==> src/rtl/sprite_motion_pkg.sv <==
// Purpose: shared types and constants for the sprite motion integrator.
// Latency: n/a (package only).
// Backpressure: n/a.
//
// Contents:
//   state_t       frame-update FSM encoding (IDLE, STEP_X, STEP_Y, DONE)
//   DIR_POS/NEG   effective direction encoding (1 = towards the larger coordinate)
//   DEF_*         default screen geometry for a 640x480 display and a 16x16 sprite
package sprite_motion_pkg;

    typedef enum logic [1:0] {
        IDLE   = 2'd0,
        STEP_X = 2'd1,
        STEP_Y = 2'd2,
        DONE   = 2'd3
    } state_t;

    localparam logic DIR_POS = 1'b1;
    localparam logic DIR_NEG = 1'b0;

    localparam int DEF_POS_W    = 10;
    localparam int DEF_X_MAX    = 624;
    localparam int DEF_Y_MAX    = 464;
    localparam int DEF_X_INIT   = 312;
    localparam int DEF_Y_INIT   = 232;
    localparam int DEF_MAX_STEP = 15;

endpackage

==> src/rtl/sprite_motion_axis_step.sv <==
// Purpose: single-axis step: saturate speed, apply direction, clamp (or reflect) at 0 / maxPos.
// Latency: purely combinational; the owner registers nextPos and hit.
// Backpressure: none, it is a function of its inputs.
//
// Ports:
//   pos      current coordinate on this axis
//   speed    full 32-bit unsigned pixels/frame; compared in full before saturation
//   dir      raw direction bit (1 = towards maxPos)
//   flip     per-axis reversal bit owned by the caller
//   maxPos   largest legal coordinate on this axis
//   nextPos  coordinate after this frame's step
//   hit      the step reached a bound (never set when the step is zero)
// Build option: SPRITE_MOTION_BOUNCE_EN selects reflection of the overshoot instead of clamping.
module axis_step
    import sprite_motion_pkg::*;
#(
    parameter int POS_W    = DEF_POS_W,
    parameter int MAX_STEP = DEF_MAX_STEP
) (
    input  logic [POS_W-1:0] pos,
    input  logic [31:0]      speed,
    input  logic             dir,
    input  logic             flip,
    input  logic [POS_W-1:0] maxPos,
    output logic [POS_W-1:0] nextPos,
    output logic             hit
);

    // One extra bit so pos+step cannot wrap before it is compared to the bound.
    localparam int EW = POS_W + 1;

    logic [POS_W-1:0] step;
    logic             dirEff;
    logic [EW-1:0]    posE;
    logic [EW-1:0]    stepE;
    logic [EW-1:0]    maxE;
    logic [EW-1:0]    sum;
`ifdef SPRITE_MOTION_BOUNCE_EN
    logic [EW-1:0]    over;
`endif

    always_comb begin
        // Speed is judged on all 32 bits; once it is known to be small the low bits are exact.
        step    = (speed > 32'(MAX_STEP)) ? POS_W'(MAX_STEP) : speed[POS_W-1:0];
        dirEff  = dir ^ flip;
        posE    = EW'(pos);
        stepE   = EW'(step);
        maxE    = EW'(maxPos);
        sum     = posE + stepE;
        nextPos = pos;
        hit     = 1'b0;
`ifdef SPRITE_MOTION_BOUNCE_EN
        over    = '0;
`endif

        if (step == '0) begin
            // Standing still never reports a hit, even when parked on a bound.
            nextPos = pos;
            hit     = 1'b0;
        end else if (dirEff == DIR_POS) begin
            if (sum >= maxE) begin
                hit = 1'b1;
`ifdef SPRITE_MOTION_BOUNCE_EN
                // Fold the overshoot back from the upper bound, never below zero.
                over    = sum - maxE;
                nextPos = (over > maxE) ? '0 : POS_W'(maxE - over);
`else
                nextPos = maxPos;
`endif
            end else begin
                nextPos = POS_W'(sum);
            end
        end else begin
            if (stepE >= posE) begin
                hit = 1'b1;
`ifdef SPRITE_MOTION_BOUNCE_EN
                // Fold the undershoot back from zero, never beyond the upper bound.
                over    = stepE - posE;
                nextPos = (over > maxE) ? maxPos : POS_W'(over);
`else
                nextPos = '0;
`endif
            end else begin
                nextPos = POS_W'(posE - stepE);
            end
        end
    end

endmodule

==> src/rtl/sprite_motion.sv <==
// Purpose: integrate register-file speed/direction words into a clamped sprite position once per frame.
// Latency: tick sampled at edge 0, pos_x at edge 1, pos_y at edge 2, pos_valid high the following cycle.
// Backpressure: none; a frame_tick arriving while busy is dropped and flagged in sticky overrun.
//
// Ports:
//   clock, ctrl_reset_n          clock (rising edge) and asynchronous active-low reset
//   frame_tick, motion_en        per-frame pulse; ignored while motion_en is low
//   xSpeed/xDirection            x speed (unsigned) and direction (bit 0, 1 = right)
//   ySpeed/yDirection            y speed (unsigned) and direction (bit 0, 1 = down)
//   load_pos, load_x, load_y     synchronous position load, clamped, aborts any update
//   clear_status                 clears overrun (a simultaneous set wins)
//   pos_x, pos_y                 current sprite position
//   pos_valid                    one-cycle strobe once a frame update completes
//   hit_x, hit_y                 bound reached this frame, meaningful while pos_valid=1
//   busy, overrun                update in progress / tick dropped while busy (sticky)
// Build option: SPRITE_MOTION_BOUNCE_EN enables reflection at the bounds with per-axis flip bits.
module sprite_motion
    import sprite_motion_pkg::*;
#(
    parameter int POS_W    = DEF_POS_W,
    parameter int X_MAX    = DEF_X_MAX,
    parameter int Y_MAX    = DEF_Y_MAX,
    parameter int X_INIT   = DEF_X_INIT,
    parameter int Y_INIT   = DEF_Y_INIT,
    parameter int MAX_STEP = DEF_MAX_STEP
) (
    input  logic             clock,
    input  logic             ctrl_reset_n,
    input  logic             frame_tick,
    input  logic             motion_en,
    input  logic [31:0]      xSpeed,
    input  logic [31:0]      xDirection,
    input  logic [31:0]      ySpeed,
    input  logic [31:0]      yDirection,
    input  logic             load_pos,
    input  logic [POS_W-1:0] load_x,
    input  logic [POS_W-1:0] load_y,
    input  logic             clear_status,
    output logic [POS_W-1:0] pos_x,
    output logic [POS_W-1:0] pos_y,
    output logic             pos_valid,
    output logic             hit_x,
    output logic             hit_y,
    output logic             busy,
    output logic             overrun
);

    localparam logic [POS_W-1:0] X_MAX_P  = POS_W'(X_MAX);
    localparam logic [POS_W-1:0] Y_MAX_P  = POS_W'(Y_MAX);
    localparam logic [POS_W-1:0] X_INIT_P = POS_W'(X_INIT);
    localparam logic [POS_W-1:0] Y_INIT_P = POS_W'(Y_INIT);

    state_t           state;
    logic             flipX;
    logic             flipY;
    logic [POS_W-1:0] xNext;
    logic [POS_W-1:0] yNext;
    logic             xHit;
    logic             yHit;
    logic [POS_W-1:0] loadXClamped;
    logic [POS_W-1:0] loadYClamped;

    // Only bit 0 of the direction words carries meaning.
    logic             unusedDirBits;
    assign unusedDirBits = ^{xDirection[31:1], yDirection[31:1]};

    assign loadXClamped = (load_x > X_MAX_P) ? X_MAX_P : load_x;
    assign loadYClamped = (load_y > Y_MAX_P) ? Y_MAX_P : load_y;

    // Both axes see live speed/direction; each result is only captured in its own STEP state.
    axis_step #(
        .POS_W    (POS_W),
        .MAX_STEP (MAX_STEP)
    ) uStepX (
        .pos     (pos_x),
        .speed   (xSpeed),
        .dir     (xDirection[0]),
        .flip    (flipX),
        .maxPos  (X_MAX_P),
        .nextPos (xNext),
        .hit     (xHit)
    );

    axis_step #(
        .POS_W    (POS_W),
        .MAX_STEP (MAX_STEP)
    ) uStepY (
        .pos     (pos_y),
        .speed   (ySpeed),
        .dir     (yDirection[0]),
        .flip    (flipY),
        .maxPos  (Y_MAX_P),
        .nextPos (yNext),
        .hit     (yHit)
    );

`ifndef SPRITE_MOTION_BOUNCE_EN
    assign flipX = 1'b0;
    assign flipY = 1'b0;
`endif

    always_ff @(posedge clock or negedge ctrl_reset_n) begin
        if (!ctrl_reset_n) begin
            state     <= IDLE;
            pos_x     <= X_INIT_P;
            pos_y     <= Y_INIT_P;
            pos_valid <= 1'b0;
            hit_x     <= 1'b0;
            hit_y     <= 1'b0;
            busy      <= 1'b0;
            overrun   <= 1'b0;
`ifdef SPRITE_MOTION_BOUNCE_EN
            flipX     <= 1'b0;
            flipY     <= 1'b0;
`endif
        end else begin
            pos_valid <= 1'b0;

            // Status is independent of the FSM path taken; a set beats a clear in the same cycle.
            if (frame_tick && busy) begin
                overrun <= 1'b1;
            end else if (clear_status) begin
                overrun <= 1'b0;
            end

            if (load_pos) begin
                // A load discards any half-done frame, so no pos_valid follows it.
                pos_x <= loadXClamped;
                pos_y <= loadYClamped;
                state <= IDLE;
                busy  <= 1'b0;
`ifdef SPRITE_MOTION_BOUNCE_EN
                flipX <= 1'b0;
                flipY <= 1'b0;
`endif
            end else begin
                case (state)
                    IDLE: begin
                        if (frame_tick && motion_en) begin
                            state <= STEP_X;
                            busy  <= 1'b1;
                            hit_x <= 1'b0;
                            hit_y <= 1'b0;
                        end
                    end
                    STEP_X: begin
                        pos_x <= xNext;
                        hit_x <= xHit;
`ifdef SPRITE_MOTION_BOUNCE_EN
                        if (xHit) begin
                            flipX <= ~flipX;
                        end
`endif
                        state <= STEP_Y;
                    end
                    STEP_Y: begin
                        pos_y     <= yNext;
                        hit_y     <= yHit;
`ifdef SPRITE_MOTION_BOUNCE_EN
                        if (yHit) begin
                            flipY <= ~flipY;
                        end
`endif
                        state     <= DONE;
                        pos_valid <= 1'b1;
                    end
                    DONE: begin
                        state <= IDLE;
                        busy  <= 1'b0;
                    end
                    default: begin
                        state <= IDLE;
                        busy  <= 1'b0;
                    end
                endcase
            end
        end
    end

endmodule

==> config.mk <==
export PLATFORM = sky130hd
export DESIGN_NAME = sprite_motion
export DESIGN_NICKNAME = d
export VERILOG_FILES = /design/src/rtl/sprite_motion_pkg.sv /design/src/rtl/sprite_motion_axis_step.sv /design/src/rtl/sprite_motion.sv
export SDC_FILE = /design/constraint.sdc
export NUM_CORES = 1
export LEC_CHECK = 0
export ABC_AREA = 1
export BUFFER_PORTS_ARGS = -buffer_cell sky130_fd_sc_hd__buf_2
export CORE_MARGIN = 3
export CORE_UTILIZATION = 53
export CTS_CLUSTER_DIAMETER = 80
export DETAILED_ROUTE_END_ITERATION = 6
export GPL_ROUTABILITY_DRIVEN = 0
export PLACE_DENSITY_LB_ADDON = 0.25
export SYNTH_ARGS = -nofsm -noshare
export SYNTH_HDL_FRONTEND = slang
export SYNTH_HIERARCHICAL = 1
export SYNTH_SLANG_ARGS = --single-unit
==> constraint.sdc <==
create_clock -name clock -period 3.8 [get_ports clock]
set_input_delay 0.57 -clock clock [delete_from_list [all_inputs] [get_ports clock]]
set_output_delay 0.57 -clock clock [all_outputs]
set_load 0.005 [all_outputs]
==> results.md <==
* Fin cells at 1243
* Share of layout cells above drive strength 1 at 32.70%
* Maximum VDD drop at 0.5584 mV
* M2 GR Usage at 42.40%
* Via density at around 5.2
* Avg Synthesized Cell Area at 5.906 µm²
* Most used DFF post-synth: dfrtp_1
* Crit Path Category: input pin to flop
* Critical Path Sink: pos_y[1]
* Top cell type's share of synthesized area at 16.59%
* Setup crit start: ySpeed[9]
* Fin crit period at 3.932 ns
* Reg2reg path depth at 22
* Synth Instances at 908
* CP max stage delay at 0.28 ns
* Slowest cell on crit path: ha_4
* Yosys warning count at 6
* Largest net degree at the start of global routing at 28
* Nets at 1336
* Placement Setup Slack at -0.4482 ns
* Cell Area, Synth at 5363 µm²
* DRT iter0 DRCs at roughly 580
* Crit-path max FO at 8
* Wirelength per Cell at 13.76 µm
* Clock Latency Late Sink at 0.27 ns
* IO Port Bufs at 116
* Worst Setup Slack, final at -0.1319 ns
* Cell taking the most area after synthesis: nand2_1
* Global-route met3 utilization at 3.191%
* Post-synth EDFFs at 0
* Register area share after synthesis at 12.79%
* First-pass iteration count of the detailed router at 6
* Setup crit end kind: flop
* Hold buffers post-CTS at 0
* Seq cells post-synth at 27
* CTS max path bufs at 2
* Die outline height at 106.6 µm
* Post-route ant nets at 0
* WP data arrival at 4.15 ns
* CTS clock-pin slew for the worst setup and hold paths at 0.09 ns
* Initial antenna violation count at 0
* Placed Cells at around 1200
* Reg-to-Reg Start: pos_y[6]
* Max Slew Vio Count at 0
* Worst-case clock skew at 0.004705 ns
* Final HPWL DP at 12380 µm
* Worst slew pin tran at 0.6485 ns
* Async set-or-reset flop fraction in the synthesized netlist at 100.0%
* Power per cell area at just over 600 nW/µm²
* Die Width at 106.6 µm
* FF-to-FF setup slack at 0.35 ns
* Count of cell types in the netlist at 47
* Gr busiest metal: met2
* RSZ-0062 raised after global routing: yes
* Pleak at 0.004059 µW
* Startpoint class of the critical path: input pin
* Worst EP required at approximately 4.0 ns
* Gr usage total at 26.61%
* Num ports at 179
* Dominant cells by area after synthesis: nand2_1 17%, ha_1 16%, inv_1 10%
* Starting density of the core at between 50% and 60%
* CTS buffer count at 3
* Worst slew margin at 56.61%
* Max frequency at 254.3 MHz
* Core area at 9819 µm²
* Vias in the first global route at 5637
* # rows at 36
* Failing checks: negative setup slack
* Status: finished, violations left
* Fin crit share at 103.5%
* Tightest Hold Check Type: input pin to async pin
* Vias at 6412
* Die area at approximately 11000 µm²
* Global-route wire length before repair at 25230 µm
* WL final at 17100 µm
* Root Driver: clkbuf_8
* Most numerous cell on the critical path: nand2_1
* Final hold violation count at 0
* Setup violators final at 9
* Sink Count at 27
* DRC at 0
* Max Cap Viol at 0
* Cell with the most instances after synthesis: nand2_1
* CTS H-tree depth at 1
* Area Overhead vs Synth at 36.77%
* Overflow after GRT at 0
* Final Util at 74.69%
* Commonest cells post-synth: 237 x nand2_1, 144 x inv_1, 131 x nor2_1
* FF-to-FF End: pos_y[1]
* Met1 Use GR at 39.21%
* N_diodes at 0
* CTS tree: yes
## where the power goes
part	leakage (µW)	internal [µW]	switching (µW)
Sequential	0.000324	407	150
Clock	0.0000228	75.1	87.7
Combinational	0.00371	1600	2140
Total	0.00406	2080	2380
## cells by family (layout without fill, tap and decap cells)
logic type               Yosys count  after routing  synth area share, %
AO/OA/AOI/OAI                    109            109                12.04
XOR/XNOR                          21             21                3.430
adder cells (fa/ha/maj)           71             71                17.13
buffers and inverters            181            341                14.07
flip-flops                        27             27                12.79
other                              6             48               0.4199
AND/OR/NAND/NOR                  493            493                40.13
## flip-flops by register name, summed over array words and instances, names as in the netlist
signal and count:
hit_y 1, hit_x 1, overrun 1, busy 1, pos_x 10, pos_valid 1, pos_y 10, state 2
## cell usage in the layout, fill, tap and decap left out, drive strengths merged
master,synthesis,final
a21oi,48,48
a22o,7,7
a31oi,6,6
and2,2,2
buf,19,177
clkbuf,2,4
clkinv,3,2
conb,6,48
dfrtp,19,19
dfstp,8,8
fa,4,4
ha,67,67
inv,157,158
nand2,247,247
nand3,73,73
nand3b,7,7
nand4,7,7
nor2,141,141
nor3,7,7
nor4,1,1
o211ai,4,4
o21ai,33,33
o21bai,10,10
o22ai,1,1
or2,8,8
xnor2,4,4
xor2,17,17
## metrics by stage
step | hold WS [ns] | cell area [µm²] | setup TNS [ns] | total power [µW]
global placement | 0.4651 | 6499 | -5.119 | 3301
global route | 0.3411 | 7335 | -3.601 | 4864
finish | 0.3065 | 7335 | -0.6953 | 4456
detailed placement | 0.4744 | 6499 | -7.083 | 3350
CTS | 0.3152 | 6685 | -0.02524 | 3648
floorplan | 0.2744 | 5530 | 0 | 2499
## repair_timing
| action | CTS | global route |
|---|---|---|
| resized for setup | 23 | 150 |
| setup endpoints to repair | 19 | 22 |
| gates cloned | 0 | 2 |
| pin swaps | 9 | 100 |
| setup buffers | 1 | 7 |
## critical path: cells and delay by family
| family | cells | cell delay (ns) |
|---|---|---|
| compound gates | 3 | 0.56 |
| xor+xnor | 1 | 0.23 |
| fa+ha+maj | 2 | 0.55 |
| buf+inv | 6 | 0.55 |
| simple gates | 17 | 1.70 |
## how the worst min path moves through the flow
stage,from,endpoint,slack (ns),cells past startpoint
floorplan,ctrl_reset_n,busy,0.27,0
global placement,hit_y,hit_y,0.47,2
detailed placement,hit_x,hit_x,0.47,2
CTS,ctrl_reset_n,busy,0.32,1
global route,ctrl_reset_n,busy,0.34,1
finish,ctrl_reset_n,overrun,0.31,1
## per-layer routing
layer  share of wire (%)  routed length [µm]
met4                 2.3                 386
met5                   0                   0
met2                  45                7756
met3                 7.6                1293
met1                  45                7665
## layout make-up
cell class                 count  area [µm²]
inverter                     160       603.1
fill                         786        2485
tap                          133       166.4
sequential                    27       685.7
timing repair buffer         177        1106
multi-input combinational    742        4728
clock buffer                   4       45.04
Power figures use the tool's default switching activity.
